===== src/rtl/rom_sdram_loader.sv =====
// Packs the system ROM byte stream into 16-bit little-endian words and writes them to the SDRAM loader port.
// Optional LOADER_CHECKSUM_EN adds a 16-bit running byte sum output.
module rom_sdram_loader #(
  parameter int ADDR_W     = 22,
  parameter int FIFO_DEPTH = 8
) (
  input  logic              clk,
  input  logic              resetn,
  input  logic              rom_loading,
  input  logic [7:0]        rom_do,
  input  logic              rom_do_valid,
  output logic              mem_req,
  output logic [ADDR_W-1:0] mem_addr,
  output logic [15:0]       mem_din,
  output logic [1:0]        mem_be,
  input  logic              mem_ack,
  output logic [ADDR_W:0]   rom_size,
  output logic              load_done,
  output logic              overflow,
  output logic              busy
`ifdef LOADER_CHECKSUM_EN
  , output logic [15:0]     checksum
`endif
);

  localparam int PW = (FIFO_DEPTH > 1) ? $clog2(FIFO_DEPTH) : 1;
  localparam logic [PW:0]     DEPTH_C = (PW+1)'(FIFO_DEPTH);
  localparam logic [PW:0]     CNT_ONE = {{PW{1'b0}}, 1'b1};
  localparam logic [PW-1:0]   PTR_ONE = {{(PW-1){1'b0}}, 1'b1};
  localparam logic [ADDR_W:0] ONE     = {{ADDR_W{1'b0}}, 1'b1};

  typedef struct packed {
    logic [ADDR_W-1:0] addr;
    logic [15:0]       data;
    logic [1:0]        be;
  } entry_t;

  typedef enum logic [1:0] {IDLE, LOAD, FLUSH} state_t;

  state_t            state, state_nx;
  entry_t            fifo_mem [FIFO_DEPTH];
  entry_t            head, push_entry;
  logic [PW-1:0]     wr_ptr, rd_ptr;
  logic [PW:0]       count;
  logic [ADDR_W:0]   addr_cnt;
  logic              pend_vld;
  logic [7:0]        pend_byte;

  logic byte_in, pop, room, addr_ovf, start;
  logic push, take_even, drop_pair, drop_byte, flush_done;

  assign byte_in  = (state == LOAD) && rom_loading && rom_do_valid;
  assign pop      = mem_req && mem_ack;
  assign room     = (count != DEPTH_C) || pop;
  assign addr_ovf = addr_cnt[ADDR_W];
  assign start    = (state == IDLE) && rom_loading;
  assign head     = fifo_mem[rd_ptr];

  // The last entry popping this cycle counts as empty so load_done lines up with the ack.
  assign flush_done = !pend_vld && ((count == '0) || ((count == CNT_ONE) && pop));

  always_comb begin
    push       = 1'b0;
    push_entry = '0;
    take_even  = 1'b0;
    drop_pair  = 1'b0;
    drop_byte  = 1'b0;
    if (byte_in) begin
      if (addr_ovf)
        drop_byte = 1'b1;
      else if (!pend_vld)
        take_even = 1'b1;
      else if (!room)
        drop_pair = 1'b1;  // the held even byte goes with its partner
      else begin
        push       = 1'b1;
        push_entry = '{addr: addr_cnt[ADDR_W-1:0], data: {rom_do, pend_byte}, be: 2'b11};
      end
    end else if ((state == FLUSH) && pend_vld && room) begin
      push       = 1'b1;
      push_entry = '{addr: addr_cnt[ADDR_W-1:0], data: {8'h00, pend_byte}, be: 2'b01};
    end
  end

  always_comb begin
    state_nx = state;
    unique case (state)
      IDLE:    if (rom_loading)  state_nx = LOAD;
      LOAD:    if (!rom_loading) state_nx = FLUSH;
      FLUSH:   if (flush_done)   state_nx = IDLE;
      default: state_nx = IDLE;
    endcase
  end

  always_ff @(posedge clk) begin
    if (!resetn) state <= IDLE;
    else         state <= state_nx;
  end

  always_ff @(posedge clk) begin
    if (push) fifo_mem[wr_ptr] <= push_entry;
  end

  always_ff @(posedge clk) begin
    if (!resetn) begin
      wr_ptr    <= '0;
      rd_ptr    <= '0;
      count     <= '0;
      addr_cnt  <= '0;
      pend_vld  <= 1'b0;
      pend_byte <= '0;
      rom_size  <= '0;
      overflow  <= 1'b0;
      load_done <= 1'b0;
      busy      <= 1'b0;
      mem_req   <= 1'b0;
      mem_addr  <= '0;
      mem_din   <= '0;
      mem_be    <= '0;
    end else begin
      load_done <= (state == FLUSH) && (state_nx == IDLE);
      busy      <= (state_nx != IDLE);

      if (start) begin
        addr_cnt <= '0;
        rom_size <= '0;
        pend_vld <= 1'b0;
        overflow <= 1'b0;
      end
      if (take_even) begin
        pend_vld  <= 1'b1;
        pend_byte <= rom_do;
        rom_size  <= rom_size + ONE;
      end
      if (push) begin
        pend_vld <= 1'b0;
        addr_cnt <= addr_cnt + ONE;
        if (byte_in) rom_size <= rom_size + ONE;
      end
      if (drop_pair) begin
        pend_vld <= 1'b0;
        rom_size <= rom_size - ONE;
      end
      if (drop_pair || drop_byte) overflow <= 1'b1;

      if (push) wr_ptr <= wr_ptr + PTR_ONE;
      if (pop)  rd_ptr <= rd_ptr + PTR_ONE;
      case ({push, pop})
        2'b10:   count <= count + CNT_ONE;
        2'b01:   count <= count - CNT_ONE;
        default: count <= count;
      endcase

      // Head is captured as req rises, so the bus stays stable until the ack.
      if (mem_req) begin
        if (mem_ack) mem_req <= 1'b0;
      end else if (count != '0) begin
        mem_req  <= 1'b1;
        mem_addr <= head.addr;
        mem_din  <= head.data;
        mem_be   <= head.be;
      end
    end
  end

`ifdef LOADER_CHECKSUM_EN
  always_ff @(posedge clk) begin
    if (!resetn)
      checksum <= '0;
    else if (start)
      checksum <= '0;
    else if (take_even || (push && byte_in))
      checksum <= checksum + {8'h00, rom_do};
    else if (drop_pair)
      checksum <= checksum - {8'h00, pend_byte};
  end
`endif

endmodule


===== config.mk =====
export PLATFORM = sky130hd
export DESIGN_NAME = rom_sdram_loader
export DESIGN_NICKNAME = d
export VERILOG_FILES = /design/src/rtl/rom_sdram_loader.sv
export SDC_FILE = /design/constraint.sdc
export NUM_CORES = 1
export LEC_CHECK = 0
export ABC_AREA = 1
export BUFFER_PORTS_ARGS = -buffer_cell sky130_fd_sc_hd__buf_2
export CAP_MARGIN = 20
export CORE_MARGIN = 3
export CORE_UTILIZATION = 39
export CTS_CLUSTER_DIAMETER = 40
export CTS_CLUSTER_SIZE = 10
export DETAILED_ROUTE_END_ITERATION = 12
export PLACE_DENSITY_LB_ADDON = 0.25
export SYNTH_ARGS = -nofsm -noshare
export SYNTH_HDL_FRONTEND = slang
export SYNTH_SLANG_ARGS = --single-unit

===== constraint.sdc =====
create_clock -name clk -period 10.75 [get_ports clk]
set_input_delay 2.6875 -clock clk [delete_from_list [all_inputs] [get_ports clk]]
set_output_delay 2.6875 -clock clk [all_outputs]
set_load 0.1 [all_outputs]

[Yosys cells after proc, flatten, opt, wreduce, memory -nomap -nowiden]
Memories as Yosys holds them, arrays and structs flattened. A register that Yosys moved wholly into a read port is not among the register bits.
Index checks and enable logic that the tools add are counted.
Word-level totals
  memories kept: 1
  output and inout port bits: 67
  register bits: 71
  bits of input ports: 13
  bits in writable memories: 320
  word-level logic and storage cells: 92
Operators by class
  equal/unequal tests: 6
  $add $sub $neg: 7
  mux-type cells: 39
  bitwise operators: 2
  reductions and logical operators: 25
Memories
  fifo_mem: depth 8, bits a word 40, rd ports 1, clocked after Yosys merged registers in 1, wr ports 1, line 41  | entry_t fifo_mem [FIFO_DEPTH];
Operators by type and width (count)
  40-bit two-way mux: 5
  23-bit two-way mux: 7
  23-bit by 1-bit adder with 23-bit output, second input constant: 2
  23-bit by 1-bit subtractor with 23-bit output, second input constant: 1
  1-bit two-way mux: 22
  2-bit nonzero test: 5
  1-bit logical AND: 9
  4-bit one-hot mux with 2 select lines: 1
  3-bit by 1-bit adder with 3-bit output, second input constant: 2
  2-bit two-way mux: 3
  2-bit one-hot mux with 3 select lines: 1
  4-bit by 1-bit adder with 4-bit output, second input constant: 1
  2-bit by 1-bit == test with 1-bit output, second input constant: 2
  2-bit == test, second input constant: 2
  4-bit by 1-bit == test with 1-bit output, second input constant: 1
  2-bit logical NOT: 2
  4-bit logical NOT: 1
  4-bit inequality test, second input constant: 1
  4-bit nonzero test: 1
  4-bit by 1-bit subtractor with 4-bit output, second input constant: 1
  1-bit logical OR: 3
  3-bit OR reduction: 1
  1-bit logical NOT: 2
  1-bit NOT: 2
  2-bit AND reduction: 1

[Depth between registers and ports, before layout]
Gate-level depths: netlist of run 1.
  word-level depth: 8
  gate-level depth with buffers: 14
  gate-level depth less buffers: 12

[Least setup slack after synthesis of run 1]
No wires, ideal clock.
  kind: in2reg
  start point: input port rom_do_valid
  end point: memory fifo_mem[1][0] in the netlist's numbering, enable pin
  buffers on the path: 1
  slack: 5.005 ns
  data required time: 10.313 ns
  setup time: 0.437 ns
  arrival time: 5.308 ns
  stages: 9
  path through: nand2_2 > nor2_4 > nand3_4 > nor2_8 > nor2_8 > buf_6 > nor2_1 > inv_1 > nor2_1
On the way
  cells in the longest elaborated chain, start to end: 4
Ends and longest elaborated chain
  start, declared: line 11  | input logic rom_do_valid,
  1-bit logical AND: line 52  | assign byte_in = (state == LOAD) && rom_loading && rom_do_valid;
  1-bit two-way mux: line 68  | if (byte_in) begin
  1-bit two-way mux: line 101  | if (push) fifo_mem[wr_ptr] <= push_entry;
  1-bit two-way mux (not written as such): line 101
  end, declared: line 41
Every way passes these cells.

[Final worst setup path of run 1]
  start point: input port rom_loading
  end point: memory fifo_mem[4][35] in the netlist's numbering, enable pin
On the way
  cells in the longest elaborated chain, start to end: 5
Ends and longest elaborated chain
  start, declared: line 9  | input logic rom_loading,
  1-bit logical AND (2 in series): line 52
  1-bit two-way mux: line 68
  1-bit two-way mux: line 101
  1-bit two-way mux (not written as such): line 101
Every way passes these cells.

==> impl_metrics.ini, run 1 <==
[final_layout]
nNetsFinal = 1784
drive_above_1_share_pct = 13.6
num-fill-cells = 4112
stdcell_count = 2417
synthToLayoutAreaGrowth_pct = 17.5
final_util_pct = 46.8
antenna_cells = 0

[power_and_ir_drop]
p_per_area_nw_per_um2 = 208
ir_drop_mv = 0.111
leakage_nw = 7.50

[routing]
wl_per_cell_um = 18.2
wl_um = 43900
vias = 12640
routed_via_density = 5.23
firstDrtPassIters = 5
ant_nets = 0
drtIter0Drc = 843
drcViolationCount = 0

[sta]
period_needed_ns = 4.72
skew_ns = 0.0197
rsz0062_at_grt = false
tns_ns = 0
finalMaxSlewViolations = 0
hold_viol_final = 0
worst_pin_slew_ns = 1.12
fmax_mhz = 212
slew_headroom_pct = 25.6
holdWs_ns = 0.462
setup_violations = 0
finalCritPeriodShare_pct = 43.9

[setup_path]
ff2ff_path_depth = 10
arrival_ns = 4.93
r2r-end = fifo_mem[4][35]$_DFFE_PP_
startpoint_type = primary input
crit_end = fifo_mem[4][35]$_DFFE_PP_
worstPathMaxFanout = 45
reg2reg_slack_ns = 7.60
r2r_start = count[0]$_SDFFE_PN0P_
cp-end-kind = register
criticalPathCategory = primary input to register
required_ns = 10.96
critPathLaunch = rom_loading

[yosys]
syn-num-nets = 1712
postSynthAreaPerCell_um2 = 10.8
async_flop_share_pct = 0
syn_inst = 1689
yosys_warnings = 0
synth_edf_count = 320
seq_area_frac_synth_pct = 64.9
syn_area_um2 = 18200
ys_ff_latch = 431
yosysUniqueCellTypes = 45
ys.flop_type = edfxtp_1

[worst_hold_path]
hp-class = register to register

[cts]
cts_root_buffer = clkbuf_16
cts.sinks = 431
htreeDepth = 3
numCtsBuffers = 69
clock_latency_ns = 0.58
postCtsSetupBuffers = 0
cts.repair.resized = 0
cts_tree = yes
path_clk_slew_ns = 0.05
cts_hold_buf = 0
clock_path_buffers = 3

[floorplanning]
ios = 80
initial_utilization_pct = 39.8
die_x_um = 222
die_area_um2 = 49400
rows = 78
dieHeight_um = 222
placeableCoreArea_um2 = 45800

[grt]
grt_overflow = 0
grt_pass1_vias = 12301
antenna_found_initial = 0
grt_pass1_wl_um = 68700
grt_max_degree = 115
track_usage_pct = 17.4

[flow_run]
drv_cap = 0

[place]
io_buffers = 79
dp_hpwl_um = 25100
dp_cells = 2290
gp_congestion = 0.874

[status]
outcome = finished clean
## state kept, by name (all words and copies together), names as in the netlist
| name | count |
|---|---|
| fifo_mem | 320 |
| addr_cnt | 23 |
| rom_size | 23 |
| mem_addr | 22 |
| mem_din | 16 |
| pend_byte | 8 |
| count | 4 |
| rd_ptr | 3 |
| wr_ptr | 3 |
| mem_be | 2 |
| state | 2 |
| busy | 1 |
| load_done | 1 |
| mem_req | 1 |
| overflow | 1 |
| pend_vld | 1 |
## placed cells by master (no fill, tap or decap), types with 22 or more instances in the layout
cell type and instances:
buf_2 79, mux2i_1 40, nand3_1 70, o21ai_1 37, o32ai_1 35, clkbuf_16 74, dfxtp_1 108, a21oi_1 97
nor3_1 22, nand2_1 157, o221ai_1 35, inv_1 108, nor2_1 272, edfxtp_1 320, o21ai_0 175
## worst max-delay path, stage by stage
cell and delay (ns):
buf_2 0.10, nand2_2 0.09, nor2_4 0.19, nand3_4 0.12, nor2_8 0.26, nor2_8 0.20
inv_4 0.31, nand2_2 0.22, nor2_4 0.19, buf_4 0.53
## where the power goes
| part | internal [mW] | switching, mW |
|---|---|---|
| combinational | 0.0843 | 0.375 |
| sequential | 1.80 | 0.0278 |
| clock | 1.39 | 0.777 |
## cells by family (layout without fill, tap and decap cells)
| family | Yosys count | after routing | synth area share, % |
|---|---|---|---|
| compound gates | 409 | 409 | 13.0 |
| xor+xnor | 15 | 15 | 0.721 |
| fa+ha+maj | 10 | 10 | 0.686 |
| buf+inv | 211 | 339 | 4.85 |
| flops | 431 | 431 | 64.9 |
| mux | 40 | 40 | 2.20 |
| simple gates | 573 | 573 | 13.7 |
## per-layer routing
metal  global-route usage (%)  vias to the layer above  part of all wire, %
met5                        0                        -                    0
met4                     5.90                        0                  2.0
met3                     3.25                       57                  5.0
met2                     28.1                      303                   47
met1                     23.8                     6094                   46
li1                         -                     6186                    -
## Yosys cell counts (4+ instances only)
cell type | n | area, um^2
edfxtp_1 | 320 | 9610
nor2_1 | 280 | 1050
o21ai_0 | 175 | 876
nand2_1 | 157 | 589
dfxtp_1 | 111 | 2220
inv_1 | 108 | 405
a21oi_1 | 98 | 490
nand3_1 | 70 | 350
clkbuf_1 | 50 | 188
mux2i_1 | 40 | 400
o21ai_1 | 37 | 185
o221ai_1 | 35 | 307
o32ai_1 | 35 | 307
buf_2 | 32 | 160
nor3_1 | 22 | 110
nand4_1 | 15 | 93.8
xor2_1 | 15 | 131
o22ai_1 | 12 | 75.1
ha_1 | 10 | 125
inv_2 | 6 | 22.5
nand2_2 | 6 | 37.5
buf_4 | 5 | 37.5
buf_6 | 4 | 45.0
nor2_2 | 4 | 25.0
nor2_4 | 4 | 45.0
nor3_2 | 4 | 40.0
o211ai_1 | 4 | 30.0
## per-stage QoR
step                power (mW)  setup slack, ns  instance area, um^2
floorplan                 2.23             5.01                18200
global placement          2.32             5.45                19100
detailed placement        2.32             5.39                19100
CTS                       4.50             6.00                21400
global route              4.61             5.82                21400
finish                    4.45             6.03                21400
## how the worst min path moves through the flow
stage,from,end,slack [ns],cells after the start
global route,rd_ptr[2]$_SDFFE_PN0N_,rd_ptr[2]$_SDFFE_PN0N_,0.49,2
CTS,pend_byte[5]$_SDFFE_PN0P_,pend_byte[5]$_SDFFE_PN0P_,0.46,2
finish,pend_byte[5]$_SDFFE_PN0P_,pend_byte[5]$_SDFFE_PN0P_,0.46,2
global placement,rd_ptr[2]$_SDFFE_PN0N_,rd_ptr[2]$_SDFFE_PN0N_,0.44,2
detailed placement,pend_byte[5]$_SDFFE_PN0P_,pend_byte[5]$_SDFFE_PN0P_,0.45,2
floorplan,pend_byte[0]$_SDFFE_PN0P_,pend_byte[0]$_SDFFE_PN0P_,0.43,2
## area by class of cell
type	instances	area, um^2	share of cell area (%)
inverter	117	444	2.07
clock buffer	87	1910	8.92
tap	600	751	3.50
clock inverter	40	380	1.77
multi-input combinational	1047	5590	26.1
timing repair buffer	95	515	2.41
sequential	431	11800	55.3
Note: power is estimated with default switching activity, not from simulation.
==> run 2, diff against run 1 <==
--- a/config.mk
+++ b/config.mk
@@ -5,7 +5,7 @@
 export SDC_FILE = /design/constraint.sdc
 export NUM_CORES = 1
 export LEC_CHECK = 0
-export ABC_AREA = 1
+export ABC_AREA = 0
 export BUFFER_PORTS_ARGS = -buffer_cell sky130_fd_sc_hd__buf_2
 export CAP_MARGIN = 20
 export CORE_MARGIN = 3
==> constraint.sdc (replaced) <==
create_clock -name clk -period 4.8 [get_ports clk]
set_input_delay 1.2 -clock clk [delete_from_list [all_inputs] [get_ports clk]]
set_output_delay 1.2 -clock clk [all_outputs]
set_load 0.1 [all_outputs]
==> run 2 against run 1 <==
Flip-flop and latch count is the same. First-iteration DRC count decreased by 10%. Critical path depth down 3. Critical endpoint is now fifo_mem[5][39]$_DFFE_PP_. Final area down 1.6%. Combinational power increased by 140%. Clock power up 110%. Power is 120% higher. Largest power group unchanged.
==> impl_metrics.ini, run 2 <==
[status]
outcome = finished clean

[sta]
slew_headroom_pct = 25.0
tns_ns = 0
skew_ns = 0.0310
finalMaxSlewViolations = 0
period_needed_ns = 3.29
setup_violations = 0
fmax_mhz = 304
rsz0062_at_grt = false
worst_pin_slew_ns = 1.10
hold_viol_final = 0
finalCritPeriodShare_pct = 68.6

[final_layout]
layout_common_cells = 320 x edfxtp_1, 108 x dfxtp_1, 80 x mux4_2
nNetsFinal = 1282
synthToLayoutAreaGrowth_pct = 19.1
reg.largest.list = fifo_mem: 320 flops, addr_cnt: 23 flops, rom_size: 23 flops
stdcell_count = 1901
largest_reg_flops = 320
num-fill-cells = 3839
final_common_cell = edfxtp_1
multi_input_comb_area_um2 = 5600
antenna_cells = 0
seq_area_um2 = 11800
largest-register = fifo_mem
drive_above_1_share_pct = 24.5

[worst_hold_path]
hp-class = register to register

[setup_path]
crit_chain = buf_2, nand4bb_1, mux2_4, nor2_4, nand2_1, nor3b_4, buf_12
required_ns = 5.05
cpPeakStageDelay_ns = 0.57
cpMaxStageDelayCell = nor3b_4
startpoint_type = primary input
arrival_ns = 3.54
worst-path-buf-inv = 2
worstPathMaxFanout = 34
critPathTopFamily = simple AND/OR/NAND/NOR gates
criticalPathCategory = primary input to register
cp-end-kind = register

[power_and_ir_drop]
switching_share_pct = 26.8
p_per_area_nw_per_um2 = 467
switchingPower_mw = 2.64
ir_drop_mv = 0.319
p_comb_share_pct = 11.1
leakage_nw = 7.02
clkPwrFrac_pct = 47.1
seq_power_share_pct = 41.8
p_int_mw = 7.20

[yosys]
async_flop_share_pct = 0
yosysTopAreaCell = edfxtp_1
synth_top_area_share_pct = 54.3
synth_commonest_cells = 320 x edfxtp_1, 111 x dfxtp_1, 80 x mux4_2, 80 x nor2_1, 62 x nand2_1
yosysMostFrequentCell = edfxtp_1
syn-num-nets = 1185
ys.flop_type = edfxtp_1
yosys_warnings = 0
synth_edf_count = 320
seq_area_frac_synth_pct = 66.8
postSynthAreaPerCell_um2 = 15.2
syn_area_um2 = 17700
syn_inst = 1162
ys_ff_latch = 431
yosysUniqueCellTypes = 77
yosys-top-cells-area = edfxtp_1 54%, dfxtp_1 13%, mux4_2 10%

[routing]
route.met2.wl_um = 19500
wl_per_cell_um = 21.2
vias = 10400
top_layer_used = met4
routed_via_density = 5.47
m1WireLength_um = 17600
drtIter0Drc = 759
wl_um = 40300
ant_nets = 0
firstDrtPassIters = 5
routed-wl-met3_um = 2250
drcViolationCount = 0

[floorplanning]
ios = 80
placeableCoreArea_um2 = 44500
die_area_um2 = 48000
dieHeight_um = 219
die_x_um = 219
initial_utilization_pct = 39.8
rows = 77

[place]
dp_hpwl_um = 23700
gp_congestion = 0.840
dp_cells = 1779
io_buffers = 79

[cts]
cts.sinks = 431
postCtsSetupBuffers = 0
clock_path_buffers = 3
clock_latency_ns = 0.58
cts_tree = yes
cts_hold_buf = 0
path_clk_slew_ns = 0.05
htreeDepth = 3
cts.repair.resized = 0
cts_root_buffer = clkbuf_16
numCtsBuffers = 70

[grt]
grt_pass1_vias = 10787
grt_max_degree = 63
track_usage_pct = 17.2
grt_pass1_wl_um = 63000
grt_overflow = 0
antenna_found_initial = 0

[flow_run]
drv_cap = 0
[run 2: cell count changes in the layout (fill, tap and decap cells not counted), moves of 45 or more]
cell / change
a21oi_1: -62
and3_1: +46
inv_1: -95
mux4_2: +80
nand2_1: -95
nand3_1: -45
nor2_1: -194
o21ai_0: -158
[run 2: cell families (layout without fill, tap and decap cells)]
family          Yosys count  count (layout)  synth area share, %
mux                     138             138                 13.5
simple gates            324             324                 10.1
fa+ha+maj                10              10                0.707
xor+xnor                 17              17                0.841
buf+inv                  92             239                 2.13
flops                   431             431                 66.8
compound gates          150             150                 5.93
[run 2: path summary, 6_finish.rpt]
check	from	cells after the start	slack, ns	endpoint
worst max register to register	count[1]$_SDFFE_PN0P_	11	1.60	count[3]$_SDFFE_PN0P_
worst min register to register	pend_byte[3]$_SDFFE_PN0P_	2	0.46	pend_byte[3]$_SDFFE_PN0P_
worst min-delay path	pend_byte[3]$_SDFFE_PN0P_	2	0.46	pend_byte[3]$_SDFFE_PN0P_
worst max-delay path	rom_do_valid	7	1.51	fifo_mem[5][39]$_DFFE_PP_
[run 2: cell type report]
class / instances / share of cell area [%]
multi-input combinational: 639 / 26.6
sequential: 431 / 56.2
clock inverter: 39 / 1.68
inverter: 16 / 0.285
clock buffer: 83 / 8.64
timing repair buffer: 101 / 3.13
tap: 592 / 3.51
[run 2: layer usage]
| metal | vias up | GRT usage (%) |
|---|---|---|
| met4 | 0 | 5.49 |
| li1 | 4793 | - |
| met1 | 5239 | 23.2 |
| met2 | 292 | 27.7 |
| met3 | 76 | 4.02 |
| met5 | - | 0 |
[run 2: worst min-delay path, stage by stage, from the launching register on]
cell and delay, ns:
dfxtp_1 0.30, nand2_1 0.05, a21oi_1 0.05
[run 2: per-stage QoR]
stage                     util, %  hold WS (ns)  instance area, um^2  power [mW]  worst slack, ns
final                        47.4         0.455                21100        9.85             1.51
after global routing         47.4         0.473                21100        10.2             1.31
after CTS                    47.4         0.454                21100        9.98             1.52
after detailed placement     42.5         0.447                18900        5.29            0.918
after global placement       42.5         0.450                18900        5.29            0.941
after floorplan                 -         0.432                17700        5.10           0.0747
[run 2: power by group through the flow]
stage / Sequential (mW) / Combinational [mW] / Clock, mW
after detailed placement: 4.19 / 1.10 / 0
after floorplan: 4.75 / 0.345 / 0
final: 4.11 / 1.09 / 4.64
after CTS: 4.12 / 1.11 / 4.76
after global placement: 4.19 / 1.10 / 0
after global routing: 4.12 / 1.16 / 4.94
==> run 3, diff against run 2 <==
--- a/config.mk
+++ b/config.mk
@@ -5,7 +5,7 @@
 export SDC_FILE = /design/constraint.sdc
 export NUM_CORES = 1
 export LEC_CHECK = 0
-export ABC_AREA = 0
+export ABC_AREA = 1
 export BUFFER_PORTS_ARGS = -buffer_cell sky130_fd_sc_hd__buf_2
 export CAP_MARGIN = 20
 export CORE_MARGIN = 3
==> constraint.sdc (replaced) <==
create_clock -name clk -period 2.7 [get_ports clk]
set_input_delay 0.675 -clock clk [delete_from_list [all_inputs] [get_ports clk]]
set_output_delay 0.675 -clock clk [all_outputs]
set_load 0.1 [all_outputs]
==> run 3 against run 2 <==
Global-route usage rose by 0.73 points. Core utilization rose by 0.55 points. Wire length up 10%. Power is 78% higher. Sequential share of layout area decreased by 2.2 points. Final area up 4.0%. Count of clock-buffer cells in the layout is 12 higher. Largest cell class unchanged.
==> impl_metrics.ini, run 3 (synthesis gave the netlist of run 1 again) <==
[final_layout]
drive_above_1_share_pct = 15.4
final_common_cell = edfxtp_1
reg.largest.list = fifo_mem: 320 flops, addr_cnt: 23 flops, rom_size: 23 flops
layout_common_cells = 320 x edfxtp_1, 271 x nor2_1, 175 x o21ai_0
antenna_cells = 0
stdcell_count = 2450
largest_reg_flops = 320
final_util_pct = 47.9
nNetsFinal = 1819
largest-register = fifo_mem
synthToLayoutAreaGrowth_pct = 20.3
design_area_um2 = 21900

[routing]
ant_nets = 0
routed-wl-met3_um = 2550
wl_um = 44500
m1WireLength_um = 20200
wl_per_cell_um = 18.1
routed_via_density = 5.29
drtIter0Drc = 1086
vias = 12968
drcViolationCount = 0
top_layer_used = met4
route.met2.wl_um = 20700
firstDrtPassIters = 5

[sta]
setup_violations = 0
slew_headroom_pct = 49.3
fmax_mhz = 398
finalCritPeriodShare_pct = 93.1
hold_viol_final = 0
tns_ns = 0
period_needed_ns = 2.51
skew_ns = 0.0191
finalMaxSlewViolations = 0
worst_pin_slew_ns = 0.757
rsz0062_at_grt = false

[setup_path]
startpoint_type = register
ff2ff_path_depth = 9
r2r-end = fifo_mem[5][33]$_DFFE_PP_
criticalPathCategory = register to register
required_ns = 2.97
r2r_start = count[0]$_SDFFE_PN0P_
cp-end-kind = register
worstPathMaxFanout = 30
arrival_ns = 2.78
reg2reg_slack_ns = 0.19

[place]
io_buffers = 79
dp_cells = 2325
dp_hpwl_um = 27100
gp_congestion = 0.850
dpl-instance-area_um2 = 19700

[floorplanning]
ios = 80
die_area_um2 = 49400
placeableCoreArea_um2 = 45800
dieHeight_um = 222
initial_utilization_pct = 39.8
die_x_um = 222
rows = 78

[power_and_ir_drop]
ir_drop_mv = 0.584
leakage_nw = 7.84
p_per_area_nw_per_um2 = 797
p_total_mw = 17.5

[cts]
cts.sinks = 431
path_clk_slew_ns = 0.05
postCtsSetupBuffers = 0
cts_root_buffer = clkbuf_16
clock_path_buffers = 3
clock_latency_ns = 0.59
cts_hold_buf = 0
numCtsBuffers = 69
cts.repair.resized = 0
htreeDepth = 3
cts_tree = yes

[grt]
track_usage_pct = 17.9
grt_pass1_vias = 12695
grt_pass1_wl_um = 71000
grt_overflow = 0
antenna_found_initial = 0
grt_max_degree = 113

[worst_hold_path]
hp-class = primary input to register
hold_depth = 3
min_to = pend_byte[1]$_SDFFE_PN0P_
hp-start = rom_do[1]

[flow_run]
drv_cap = 0

[status]
outcome = finished clean
## run 3: cell count changes in the layout (fill, tap and decap cells not counted), sizes merged, moves of 17 or more
| cell | before | now |
|---|---|---|
| a21oi | 36 | 98 |
| nand2 | 63 | 163 |
| o21ai | 20 | 213 |
| nand3 | 25 | 72 |
| and3 | 46 | 0 |
| buf | 101 | 130 |
| o221ai | 0 | 35 |
| mux2i | 57 | 40 |
| nor4 | 20 | 1 |
| a211oi | 44 | 3 |
| o32ai | 0 | 35 |
| nor2 | 83 | 291 |
| inv | 24 | 125 |
| mux4 | 80 | 0 |
## run 3: worst max path at each step
| stage | cells past startpoint | end | startpoint | slack [ns] |
|---|---|---|---|---|
| 2_1_floorplan | 12 | count[3]$_SDFFE_PN0P_ | rom_loading | 0.002 |
| 3_3_place_gp | 9 | fifo_mem[3][33]$_DFFE_PP_ | rom_loading | 0.08 |
| 3_5_place_dp | 9 | fifo_mem[6][26]$_DFFE_PP_ | rom_loading | 0.03 |
| 4_1_cts | 9 | fifo_mem[5][33]$_DFFE_PP_ | count[0]$_SDFFE_PN0P_ | 0.18 |
| 5_1_grt | 9 | fifo_mem[5][33]$_DFFE_PP_ | count[0]$_SDFFE_PN0P_ | 0.04 |
| 6_report | 9 | fifo_mem[5][33]$_DFFE_PP_ | count[0]$_SDFFE_PN0P_ | 0.19 |
## run 3: layout make-up
type,instances,area [um^2]
clock buffers,95,1930
flip-flops and latches,431,11800
fillers,4094,23800
well taps,600,751
inverters,117,444
clock inverters,30,274
multi-input cells,1047,5610
repair buffers,130,1080
## run 3: metal layers
layer	vias to the layer above	track usage, %
met3	85	3.67
met4	0	5.82
li1	6270	-
met2	369	28.4
met5	-	0
met1	6244	24.8
## run 3: where the power goes
part	internal (mW)	switching, mW
clock network	5.24	3.09
logic	0.375	1.53
registers	7.17	0.0842
total	12.8	4.70
## run 3: per-stage QoR
| step | hold WS [ns] | worst slack (ns) |
|---|---|---|
| floorplan | 0.430 | 0.00196 |
| global placement | 0.441 | 0.0793 |
| detailed placement | 0.449 | 0.0346 |
| CTS | 0.372 | 0.176 |
| global route | 0.410 | 0.0403 |
| finish | 0.393 | 0.185 |
## run 3: worst max-delay path, cell delays in order (launching register included)
cell	delay (ns)
dfxtp_1	0.37
inv_1	0.11
ha_1	0.28
nand3_2	0.14
nor2_8	0.06
nor3_4	0.22
nor2_8	0.06
buf_4	0.17
buf_12	0.17
nor2_1	0.59
